### src/rtl/ad_axis_inf_rx_pkg.sv
// Shared helpers for the push-to-AXI-stream receive buffer.
// Optional build feature: AD_AXIS_INF_RX_BUF_LEVEL_EN (level/almost_full ports).
package ad_axis_inf_rx_pkg;

  // Number of storage entries for a given address width.
  function automatic int unsigned rx_depth(input int unsigned addr_width);
    return 32'd1 << addr_width;
  endfunction

  // Stored entry width: the data word plus its end-of-packet marker.
  function automatic int unsigned rx_entry_width(input int unsigned data_width);
    return data_width + 32'd1;
  endfunction

endpackage

### src/rtl/ad_axis_inf_rx_buf_mem.sv
// Simple dual-port register array: one synchronous write port, one
// asynchronous read port. Contents are deliberately not reset.
module ad_axis_inf_rx_buf_mem
  import ad_axis_inf_rx_pkg::*;
#(
  parameter int WIDTH      = 17,
  parameter int ADDR_WIDTH = 3
) (
  input  logic                  clk,
  input  logic                  i_wr_en,
  input  logic [ADDR_WIDTH-1:0] i_wr_addr,
  input  logic [WIDTH-1:0]      i_wr_data,
  input  logic [ADDR_WIDTH-1:0] i_rd_addr,
  output logic [WIDTH-1:0]      o_rd_data
);

  localparam int DEPTH = int'(rx_depth(ADDR_WIDTH));

  logic [WIDTH-1:0] r_mem [0:DEPTH-1];

  // Store the incoming entry at the write address when enabled.
  always_ff @(posedge clk) begin
    if (i_wr_en) begin
      r_mem[i_wr_addr] <= i_wr_data;
    end
  end

  assign o_rd_data = r_mem[i_rd_addr];

endmodule

### src/rtl/ad_axis_inf_rx_buf.sv
// Push-interface to AXI-stream receive buffer with registered output stage.
// Free-running valid/last/data pushes (no back-pressure) are queued in a
// 2**ADDR_WIDTH deep buffer; a sticky ovf flag records dropped words.
// Optional build feature: define AD_AXIS_INF_RX_BUF_LEVEL_EN to add the
// registered level and almost_full outputs.
module ad_axis_inf_rx_buf
  import ad_axis_inf_rx_pkg::*;
#(
  parameter int DATA_WIDTH   = 16,
  parameter int ADDR_WIDTH   = 3,
  parameter int AFULL_THRESH = 6
) (
  input  logic                  clk,
  input  logic                  rstn,
  input  logic                  valid,
  input  logic                  last,
  input  logic [DATA_WIDTH-1:0] data,
  input  logic                  ovf_clr,
  output logic                  ovf,
  output logic                  inf_valid,
  output logic                  inf_last,
  output logic [DATA_WIDTH-1:0] inf_data,
  input  logic                  inf_ready
`ifdef AD_AXIS_INF_RX_BUF_LEVEL_EN
  ,
  output logic [ADDR_WIDTH:0]   level,
  output logic                  almost_full
`endif
);

  localparam int DEPTH       = int'(rx_depth(ADDR_WIDTH));
  localparam int ENTRY_WIDTH = int'(rx_entry_width(DATA_WIDTH));
  localparam logic [ADDR_WIDTH:0] DEPTH_P = (ADDR_WIDTH+1)'(DEPTH);

  typedef struct packed {
    logic                  last;
    logic [DATA_WIDTH-1:0] data;
  } entry_t;

  // Pointers carry one extra bit so a full buffer is distinguishable
  // from an empty one.
  logic [ADDR_WIDTH:0]   r_wptr;
  logic [ADDR_WIDTH:0]   r_rptr;
  logic [ADDR_WIDTH:0]   w_wptr_nxt;
  logic [ADDR_WIDTH:0]   w_rptr_nxt;
  logic [ADDR_WIDTH:0]   w_used;
  logic                  w_full;
  logic                  w_empty;
  logic                  w_wr_en;
  logic                  w_drop;
  logic                  w_ready_s;
  logic                  w_rd_en;
  entry_t                w_wr_entry;
  entry_t                w_rd_entry;
  logic [ENTRY_WIDTH-1:0] w_rd_bits;

  logic                  r_ovf;
  logic                  r_inf_valid;
  logic                  r_inf_last;
  logic [DATA_WIDTH-1:0] r_inf_data;

  // Full/empty come from registered pointers only, so a pop in the same
  // cycle never frees a slot for the concurrent push.
  assign w_used  = r_wptr - r_rptr;
  assign w_empty = (r_wptr == r_rptr);
  assign w_full  = (w_used == DEPTH_P);

  assign w_wr_en = valid & ~w_full;
  assign w_drop  = valid & w_full;

  // The output register may advance when it is empty or being consumed.
  assign w_ready_s = inf_ready | ~r_inf_valid;
  assign w_rd_en   = w_ready_s & ~w_empty;

  assign w_wptr_nxt = r_wptr + {{ADDR_WIDTH{1'b0}}, w_wr_en};
  assign w_rptr_nxt = r_rptr + {{ADDR_WIDTH{1'b0}}, w_rd_en};

  assign w_wr_entry.last = last;
  assign w_wr_entry.data = data;
  assign w_rd_entry      = entry_t'(w_rd_bits);

  ad_axis_inf_rx_buf_mem #(
    .WIDTH      (ENTRY_WIDTH),
    .ADDR_WIDTH (ADDR_WIDTH)
  ) u_mem (
    .clk       (clk),
    .i_wr_en   (w_wr_en),
    .i_wr_addr (r_wptr[ADDR_WIDTH-1:0]),
    .i_wr_data (w_wr_entry),
    .i_rd_addr (r_rptr[ADDR_WIDTH-1:0]),
    .o_rd_data (w_rd_bits)
  );

  // Advance write/read pointers; reset discards everything buffered.
  always_ff @(posedge clk) begin
    if (!rstn) begin
      r_wptr <= '0;
      r_rptr <= '0;
    end else begin
      r_wptr <= w_wptr_nxt;
      r_rptr <= w_rptr_nxt;
    end
  end

  // Output register: load the head entry, go idle when drained, hold under stall.
  always_ff @(posedge clk) begin
    if (!rstn) begin
      r_inf_valid <= 1'b0;
      r_inf_last  <= 1'b0;
      r_inf_data  <= '0;
    end else if (w_rd_en) begin
      r_inf_valid <= 1'b1;
      r_inf_last  <= w_rd_entry.last;
      r_inf_data  <= w_rd_entry.data;
    end else if (w_ready_s) begin
      r_inf_valid <= 1'b0;
      r_inf_last  <= 1'b0;
      r_inf_data  <= '0;
    end
  end

  // Sticky overflow: a drop sets it and beats a simultaneous clear.
  always_ff @(posedge clk) begin
    if (!rstn) begin
      r_ovf <= 1'b0;
    end else if (w_drop) begin
      r_ovf <= 1'b1;
    end else if (ovf_clr) begin
      r_ovf <= 1'b0;
    end
  end

  assign ovf       = r_ovf;
  assign inf_valid = r_inf_valid;
  assign inf_last  = r_inf_last;
  assign inf_data  = r_inf_data;

`ifdef AD_AXIS_INF_RX_BUF_LEVEL_EN
  localparam logic [ADDR_WIDTH:0] AFULL_P = (ADDR_WIDTH+1)'(AFULL_THRESH);

  logic [ADDR_WIDTH:0] w_level_nxt;
  logic [ADDR_WIDTH:0] r_level;
  logic                r_almost_full;

  assign w_level_nxt = w_wptr_nxt - w_rptr_nxt;

  // Track the buffered word count (output register excluded) alongside the pointers.
  always_ff @(posedge clk) begin
    if (!rstn) begin
      r_level       <= '0;
      r_almost_full <= 1'b0;
    end else begin
      r_level       <= w_level_nxt;
      r_almost_full <= (w_level_nxt >= AFULL_P);
    end
  end

  assign level       = r_level;
  assign almost_full = r_almost_full;
`endif

endmodule

### config.mk
export PLATFORM = sky130hd
export DESIGN_NAME = ad_axis_inf_rx_buf
export DESIGN_NICKNAME = d
export VERILOG_FILES = /design/src/rtl/ad_axis_inf_rx_pkg.sv /design/src/rtl/ad_axis_inf_rx_buf_mem.sv /design/src/rtl/ad_axis_inf_rx_buf.sv
export SDC_FILE = /design/constraint.sdc
export NUM_CORES = 1
export LEC_CHECK = 0
export CAP_MARGIN = 10
export CORE_MARGIN = 4
export CORE_UTILIZATION = 45
export CTS_BUF_LIST = sky130_fd_sc_hd__clkbuf_16
export DETAILED_ROUTE_END_ITERATION = 16
export DONT_BUFFER_PORTS = 1
export PLACE_DENSITY = 0.68
export SLEW_MARGIN = 30
export SYNTH_ARGS = -nofsm -noshare
export SYNTH_HDL_FRONTEND = slang
export SYNTH_SLANG_ARGS = --single-unit
### constraint.sdc
create_clock -name clk -period 5.13 [get_ports clk]
set_clock_uncertainty 0.1 [all_clocks]
set_input_delay 1.026 -clock clk [delete_from_list [all_inputs] [get_ports clk]]
set_output_delay 1.026 -clock clk [all_outputs]
set_load 0.01 [all_outputs]
==> flow_summary.ini, run 1 <==
[outcome]
status = completed

[timing]
slew_viol_final = 0
layout_setup_ws_ns = 1.43
slew_headroom = 0.411
setup_viol = 0
timing.fmax_mhz = 270
hold_ws_ns = 0.457
rsz0062_at_grt = false
period_needed_ns = 3.70
finalSetupTns_ns = 0
tightest_slew_ns = 0.884
min_period_over_period = 0.721
finalHoldViolations = 0

[pwr]
power_density_nw_per_um2 = 548
combinationalPowerShare = 0.217
p_seq_frac = 0.456
clockPowerShare = 0.328
p_leak_nw = 2.38
intPower_mw = 2.82
swShare = 0.278
peakVddDrop_mv = 0.276
power.switching_mw = 1.09

[setup_path]
cp_max_fo = 18
endpoint_kind = flop
cp.required_ns = 5.34
crit_start = r_rptr[2]
crit_end = r_wptr[2]
worst-r2r-setup-slack_ns = 1.43
rr_startpoint = r_rptr[2]
critPathLaunchType = flop
arrival_ns = 3.91
crit_type = flop to flop
worstRegToRegCells = 10
r2r_end = r_wptr[2]

[final_layout]
nets = 378
finalInstanceArea_um2 = 7130
layout-drive-gt1-share = 0.249
fillers = 1090
final_util = 0.530
diodes = 0
area_growth_pct = 13.6

[clocking]
clk_latency_ns = 0.41
post-cts-setup-buffers = 0
cts_made_buffers = 17
cts_tree = built
cts.sinks = 163
cts.clk_slew.worst_paths_ns = 0.06
cts_hold_repair.buffers = 0
cts-resized-gates = 0
cts.htree.levels = 4
cts_buffer_depth = 2
cts_root_buf = clkbuf_16

[floorplanning]
die_width_um = 126
start_util = 0.466
fp.coreArea_um2 = 13500
die_area_um2 = 15900
pin_count = 41
chipHeight_um = 126
num_rows = 42

[grt]
grt_pass1_wl_um = 18300
grt_antenna_before_repair = 0
overflow = 0
grt_pass1_vias = 3227
grtUsageTotal = 0.156
grt_max_degree = 37

[routing]
met1_length_um = 4740
viasPerCell = 5.48
drt.antenna.violating_nets = 0
first_pass_iters = 4
met3_length_um = 720
wl_met2_um = 5770
drt_iter0_markers = 185
remaining_drc_errors = 0
vias = 2949
routed_wl_um = 11400
routed.top_layer = met4
wl_per_cell_um = 21.1

[logic_synthesis]
synth_cell_type_count = 29
synth_common_cells = edfxtp_1, nand2_1, mux4_2
synth-main-ff-cell = edfxtp_1
synthTopCellsByArea = edfxtp_1, mux4_2, dfxtp_1, nand2_1, a22o_1
synth_top_area_share = 0.651
yosysWarningCount = 0
yosysMostFrequentCell = edfxtp_1
ys_seq_area_frac = 0.737
syn_inst = 335
syn-num-nets = 364
ys_seq_elements = 163
yosys.area.top_type = edfxtp_1
netlist_area_um2 = 6270
syn_avg_cell_area_um2 = 18.7
synth_edf_count = 136
postSynth.asyncResetShare = 0

[min_path]
hp-class = flop to flop

[placement]
dpl-instance-area_um2 = 6520
pre_cts_ws_ns = 1.44
globalplace.congestion = 0.721
port_buffers = 0
dpl.hpwl_um = 6510

[job]
max_cap_violations = 0
-- cell type report --
| cell class | count | area, µm² | area share |
|---|---|---|---|
| well taps | 176 | 220 | 0.0309 |
| clock inverters | 15 | 183 | 0.0256 |
| flip-flops and latches | 163 | 4630 | 0.649 |
| multi-input cells | 151 | 1570 | 0.220 |
| repair buffers | 12 | 90.1 | 0.0126 |
| clock buffers | 17 | 425 | 0.0597 |
| inverters | 4 | 15.0 | 0.00211 |
-- worst min path at each step --
stage	endpoint	slack, ns	startpoint	depth (start not counted)
floorplan	inf_data[10]	0.42	inf_data[10]	1
global placement	inf_data[13]	0.45	inf_data[13]	1
detailed placement	inf_data[0]	0.45	inf_data[0]	1
CTS	inf_data[10]	0.46	inf_data[10]	1
global route	inf_data[2]	0.47	inf_data[2]	1
finish	inf_data[10]	0.46	inf_data[10]	1
-- logic make-up (layout without fill, tap and decap cells) --
logic type,count (synthesis),after routing,share of synthesized area
DFF,163,163,0.737
and+or+nand+nor,81,81,0.0613
muxes,34,34,0.122
AOI/OAI and AO/OA,23,23,0.0355
buffers and inverters,21,48,0.0201
adders and majority gates,7,7,0.0140
xor gates and xnor gates,6,6,0.00958
-- worst max-delay path: stages, from the launching register on --
cell	delay, ns
dfxtp_1	0.33
clkinv_1	0.57
ha_1	0.63
and3b_1	0.23
o21a_1	0.23
o41ai_4	0.69
inv_1	0.11
ha_1	0.23
ha_1	0.19
xor2_1	0.13
and2_1	0.17
-- metal layers --
| layer | track usage | up-vias |
|---|---|---|
| li1 | - | 1349 |
| met1 | 0.201 | 1512 |
| met2 | 0.250 | 77 |
| met3 | 0.0466 | 11 |
| met4 | 0.0599 | 0 |
| met5 | 0 | - |
-- through the flow --
step	power, mW	cells
after floorplan	2.48	335
after global placement	2.65	506
after detailed placement	2.67	506
after CTS	3.95	538
after global routing	4.12	538
final	3.90	538
-- power by group through the flow --
| stage | Sequential (mW) | Clock (mW) | Combinational (mW) |
|---|---|---|---|
| after floorplan | 1.78 | 0 | 0.700 |
| after CTS | 1.78 | 1.31 | 0.864 |
| after detailed placement | 1.81 | 0 | 0.859 |
| after global routing | 1.80 | 1.38 | 0.939 |
| after global placement | 1.80 | 0 | 0.849 |
| final | 1.78 | 1.28 | 0.846 |
-- registers in the layout, indices dropped and copies added, names as in the netlist --
| name | count |
|---|---|
| inf_data | 16 |
| inf_last | 1 |
| r_rptr | 4 |
| u_mem.r_mem | 136 |
| r_wptr | 4 |
| inf_valid | 1 |
| ovf | 1 |
-- cell usage in the layout, fill, tap and decap left out, types with 2 or more instances in the layout --
cell and count:
edfxtp_1 136, nand2_1 53, mux4_2 34, dfxtp_1 26, a22o_1 17, clkbuf_16 17, buf_4 12, and2_1 10
ha_1 7, clkinvlp_4 5, nor4b_2 4, nor2b_1 3, inv_1 3, nor3_2 3, o21a_1 3, xnor2_1 3
nand3_1 3, bufinv_16 3, clkinv_1 2, nor4_2 2, xor2_1 2, clkinv_4 2, inv_6 2
Power figures use the tool's default switching activity.
==> run 2, diff against run 1 <==
==> constraint.sdc (replaced) <==
create_clock -name clk -period 3.7 [get_ports clk]
set_clock_uncertainty 0.1 [all_clocks]
set_input_delay 0.74 -clock clk [delete_from_list [all_inputs] [get_ports clk]]
set_output_delay 0.74 -clock clk [all_outputs]
set_load 0.01 [all_outputs]
==> run 2 against run 1 <==
Effect of this change:
- combinational power increased by 42%
- total power increased by 34%
- first-iteration DRC count increased by 15%
- wire length increased by 5.1%
- via count increased by 2.7%
- sequential power increased by 38%
- die area unchanged
- sequential cell count unchanged
- critical path depth increased by 1
- largest power group unchanged
==> flow_summary.ini, run 2 (synthesized netlist as in run 1, its figures left out) <==
[pwr]
p_total_mw = 5.23
power.switching_mw = 1.48
p_leak_nw = 2.38
peakVddDrop_mv = 0.396
clockPowerShare = 0.299
intPower_mw = 3.75
combinationalPowerShare = 0.230
power_density_nw_per_um2 = 738
p_seq_frac = 0.471
swShare = 0.283

[floorplanning]
fp.coreArea_um2 = 13500
pin_count = 41
die_width_um = 126
start_util = 0.466
num_rows = 42
chipHeight_um = 126
die_area_um2 = 15900

[setup_path]
crit_type = flop to flop
path_cells = clkinv_1 > buf_4 > ha_1 > and3b_1 > o21a_1 > o41ai_4 > inv_1 > ha_1 > ha_1 > xor2_1 > and2_1
worst-r2r-setup-slack_ns = 0.52
endpoint_kind = flop
cp_max_fo = 18
r2r_end = r_wptr[2]
cp.required_ns = 3.91
arrival_ns = 3.40
critPathLaunchType = flop
worstRegToRegCells = 11
critPathMostFrequentCell = ha_1
slowest_stage = o41ai_4
crit_path_max_incr_delay_ns = 0.69
rr_startpoint = r_rptr[2]

[routing]
vias = 3030
viasPerCell = 5.58
drt_iter0_markers = 213
drt.antenna.violating_nets = 0
remaining_drc_errors = 0
first_pass_iters = 4
wl_per_cell_um = 22.0
routed_wl_um = 11900

[timing]
finalHoldViolations = 0
tightest_slew_ns = 0.926
rsz0062_at_grt = false
slew_headroom = 0.383
timing.fmax_mhz = 314
finalSetupTns_ns = 0
min_period_over_period = 0.860
period_needed_ns = 3.18
setup_viol = 0
slew_viol_final = 0

[outcome]
status = completed

[clocking]
post-cts-setup-buffers = 0
cts_buffer_depth = 2
clk_latency_ns = 0.42
cts_root_buf = clkbuf_16
cts.sinks = 163
cts.clk_slew.worst_paths_ns = 0.06
cts_hold_repair.buffers = 0
cts-resized-gates = 0
cts_made_buffers = 17
cts.htree.levels = 4
cts_tree = built

[final_layout]
nets = 383
layout_commonest_cell = edfxtp_1
fillers = 1095
layout_common_cells = edfxtp_1, nand2_1, mux4_2
layout-drive-gt1-share = 0.245
diodes = 0
largest_register_ffs = 136
finalInstanceArea_um2 = 7080
regArea_um2 = 4630
largest-register = u_mem.r_mem
area_growth_pct = 12.9
multiInputGateArea_um2 = 1570

[placement]
port_buffers = 0
dpl.hpwl_um = 6850
dpl-instance-area_um2 = 6560
globalplace.congestion = 0.695

[grt]
grtUsageTotal = 0.161
overflow = 0
grt_max_degree = 37
busiest_layer = met2
grtUsageMet1 = 0.209
grt_pass1_wl_um = 18900
grt_antenna_before_repair = 0
grt_util_met3 = 0.0546
grt_pass1_vias = 3174
use_met2 = 0.253

[min_path]
hp-class = primary input to flop
hold_depth = 0
worstHoldStart = data[5]
hold_end = u_mem.r_mem[4][5]

[job]
max_cap_violations = 0
==> run 2: cell count changes in the layout (fill, tap and decap cells not counted), sizes merged <==
cell / before / now
clkinv: 5 / 11
inv: 6 / 4
buf: 12 / 17
clkinvlp: 5 / 3
bufinv: 3 / 1
==> run 2: how the worst max path moves through the flow <==
stage / depth (start not counted) / end / slack (ns) / startpoint
2_1_floorplan: 8 / u_mem.r_mem[2][0] / -0.44 / r_rptr[1]
5_1_grt: 11 / r_wptr[2] / 0.38 / r_rptr[2]
3_3_place_gp: 11 / r_wptr[2] / 0.67 / r_rptr[2]
6_report: 11 / r_wptr[2] / 0.52 / r_rptr[2]
4_1_cts: 11 / r_wptr[2] / 0.52 / r_rptr[2]
3_5_place_dp: 11 / r_wptr[2] / 0.53 / r_rptr[2]
==> run 2: final cells by class <==
type,count,share of cell area
sequential,163,0.653
clock inverter,15,0.0141
tap,176,0.0311
multi-input combinational,151,0.221
timing repair buffer,17,0.0180
inverter,4,0.00212
clock buffer,17,0.0601
==> run 2: layer usage <==
| layer | part of all wire | wire [µm] |
|---|---|---|
| met3 | 0.050 | 593 |
| met2 | 0.50 | 5940 |
| met5 | 0 | 0 |
| met4 | 0.017 | 200 |
| met1 | 0.44 | 5210 |
==> run 2: worst max-delay path, delay by kind of cell, from the launching register on <==
kind / cells / cell delay (ns)
buffers and inverters: 3 / 0.37
XOR/XNOR: 1 / 0.14
AO/OA/AOI/OAI: 2 / 0.93
adder cells (fa/ha/maj): 3 / 0.82
flip-flops: 1 / 0.33
AND/OR/NAND/NOR: 2 / 0.38
==> run 2: power by group through the flow <==
stage / Combinational, mW / Clock (mW) / Sequential, mW
floorplan: 0.970 / 0 / 2.47
global placement: 1.20 / 0 / 2.49
detailed placement: 1.22 / 0 / 2.51
CTS: 1.23 / 1.60 / 2.47
global route: 1.34 / 1.69 / 2.49
finish: 1.20 / 1.56 / 2.46
==> run 2: metrics by stage <==
stage	hold slack [ns]	util	std cells	setup WS (ns)
6_report	0.317	0.526	543	0.518
5_1_grt	0.285	0.526	543	0.383
4_1_cts	0.286	0.526	543	0.520
3_5_place_dp	0.447	0.487	511	0.525
3_3_place_gp	0.442	0.487	511	0.666
2_1_floorplan	0.422	-	335	-0.437
==> run 3, diff against run 2 <==
--- a/config.mk
+++ b/config.mk
@@ -5,13 +5,13 @@
 export SDC_FILE = /design/constraint.sdc
 export NUM_CORES = 1
 export LEC_CHECK = 0
+export BUFFER_PORTS_ARGS = -buffer_cell sky130_fd_sc_hd__buf_2
 export CAP_MARGIN = 10
 export CORE_MARGIN = 4
 export CORE_UTILIZATION = 45
 export CTS_BUF_LIST = sky130_fd_sc_hd__clkbuf_16
 export DETAILED_ROUTE_END_ITERATION = 16
-export DONT_BUFFER_PORTS = 1
-export PLACE_DENSITY = 0.68
+export PLACE_DENSITY = 0.7
 export SLEW_MARGIN = 30
 export SYNTH_ARGS = -nofsm -noshare
 export SYNTH_HDL_FRONTEND = slang
==> run 3 against run 2 <==
Effect of this change:
- global-route usage about the same
- total power up 3.2%
- critical path depth down 1
- die area unchanged
==> flow_summary.ini, run 3 (synthesized netlist as in run 1, its figures left out) <==
[outcome]
status = completed

[clocking]
cts_hold_repair.buffers = 0
clk_latency_ns = 0.42
cts.sinks = 163
post-cts-setup-buffers = 0
cts_tree = built
cts-resized-gates = 0
cts_buffer_depth = 2
cts_root_buf = clkbuf_16
cts.clk_slew.worst_paths_ns = 0.06
cts.htree.levels = 4
cts_made_buffers = 17

[timing]
hold_ws_ns = 0.371
period_needed_ns = 2.90
setup_viol = 0
slew_headroom = 0.372
timing.fmax_mhz = 345
tightest_slew_ns = 0.942
min_period_over_period = 0.784
slew_viol_final = 0
finalHoldViolations = 0
rsz0062_at_grt = false

[routing]
drt_iter0_markers = 244
first_pass_iters = 4
wl_per_cell_um = 20.4
remaining_drc_errors = 0
routed_wl_um = 12000
vias = 3171
viasPerCell = 5.40
drt.antenna.violating_nets = 0

[setup_path]
cp.required_ns = 3.91
crit_path_max_incr_delay_ns = 0.56
slowest_stage = dfxtp_1
critPathMostFrequentCell = ha_1
path_cells = ha_1 > and3b_1 > o21a_1 > o41ai_4 > buf_4 > inv_1 > ha_1 > ha_1 > xor2_1 > and2_1
cp_max_fo = 10
endpoint_kind = flop
arrival_ns = 3.11
critPathLaunchType = flop
crit_type = flop to flop
cp_top_family = adder cells
cp_num_buf_inv = 2

[job]
max_cap_violations = 0

[pwr]
power_density_nw_per_um2 = 737
peakVddDrop_mv = 0.382
p_leak_nw = 2.62
p_total_mw = 5.40

[placement]
port_buffers = 40
dpl-instance-area_um2 = 6790
globalplace.congestion = 0.732
dpl.cell_count = 555
dpl.hpwl_um = 7290

[grt]
grt_antenna_before_repair = 0
grt_pass1_vias = 3258
grtUsageTotal = 0.161
grt_max_degree = 37
overflow = 0
grt_pass1_wl_um = 19000

[floorplanning]
chipHeight_um = 126
start_util = 0.466
pin_count = 41
die_area_um2 = 15900
num_rows = 42
fp.coreArea_um2 = 13500
die_width_um = 126

[min_path]
hp-class = flop to flop

[final_layout]
layout_commonest_cell = edfxtp_1
finalInstanceArea_um2 = 7330
layout-drive-gt1-share = 0.319
area_growth_pct = 16.8
largest-register = u_mem.r_mem
layout_common_cells = edfxtp_1, nand2_1, buf_2
fillers = 1072
largest_register_ffs = 136
nets = 427
instances_no_fill = 587
diodes = 0
-- run 3: changes by cell type in the layout (fill, tap and decap cells not counted) --
cell	before	now
buf_2	0	40
inv_1	4	10
buf_4	17	21
clkinv_1	6	3
clkinvlp_4	3	0
bufinv_16	1	2
clkinv_2	5	4
-- run 3: metal layers --
| layer | global-route usage | vias up | part of all wire |
|---|---|---|---|
| met2 | 0.265 | 92 | 0.52 |
| met5 | 0 | - | 0 |
| met3 | 0.0406 | 14 | 0.048 |
| met1 | 0.207 | 1616 | 0.42 |
| met4 | 0.0618 | 0 | 0.013 |
| li1 | - | 1449 | - |
-- run 3: final timing paths --
path,start,end,slack [ns],depth (start not counted)
max,r_wptr[1],r_wptr[2],0.80,10
min,inf_data[13],inf_data[13],0.37,1
min reg2reg,inf_data[13],inf_data[13],0.37,1
max reg2reg,r_wptr[1],r_wptr[2],0.80,10
-- run 3: worst register-to-register path: cells and delay by family, from the launching register on --
family / cells / cell delay [ns]
flip-flops: 1 / 0.56
buffers and inverters: 2 / 0.30
XOR/XNOR: 1 / 0.14
AND/OR/NAND/NOR: 2 / 0.41
adder cells (fa/ha/maj): 3 / 0.76
AO/OA/AOI/OAI: 2 / 0.53
-- run 3: through the flow --
stage	utilization	setup TNS, ns	setup WS [ns]
after detailed placement	0.504	0	0.851
after global routing	0.545	0	0.655
after global placement	0.504	0	0.949
after CTS	0.545	0	0.812
final	0.545	0	0.800
after floorplan	-	-35.72	-0.437
-- run 3: area by class of cell --
type	instances	area, µm²	area share
multi-input combinational	151	1570	0.214
clock buffer	17	425	0.0581
inverter	4	15.0	0.00205
tap	176	220	0.0301
timing repair buffer	61	358	0.0488
clock inverter	15	114	0.0155
sequential	163	4630	0.631
-- run 3: power breakdown --
part	total [mW]	internal (mW)	switching (mW)
combinational	1.39	0.642	0.747
sequential	2.40	2.29	0.113
clock	1.61	0.964	0.644
total	5.40	3.89	1.50
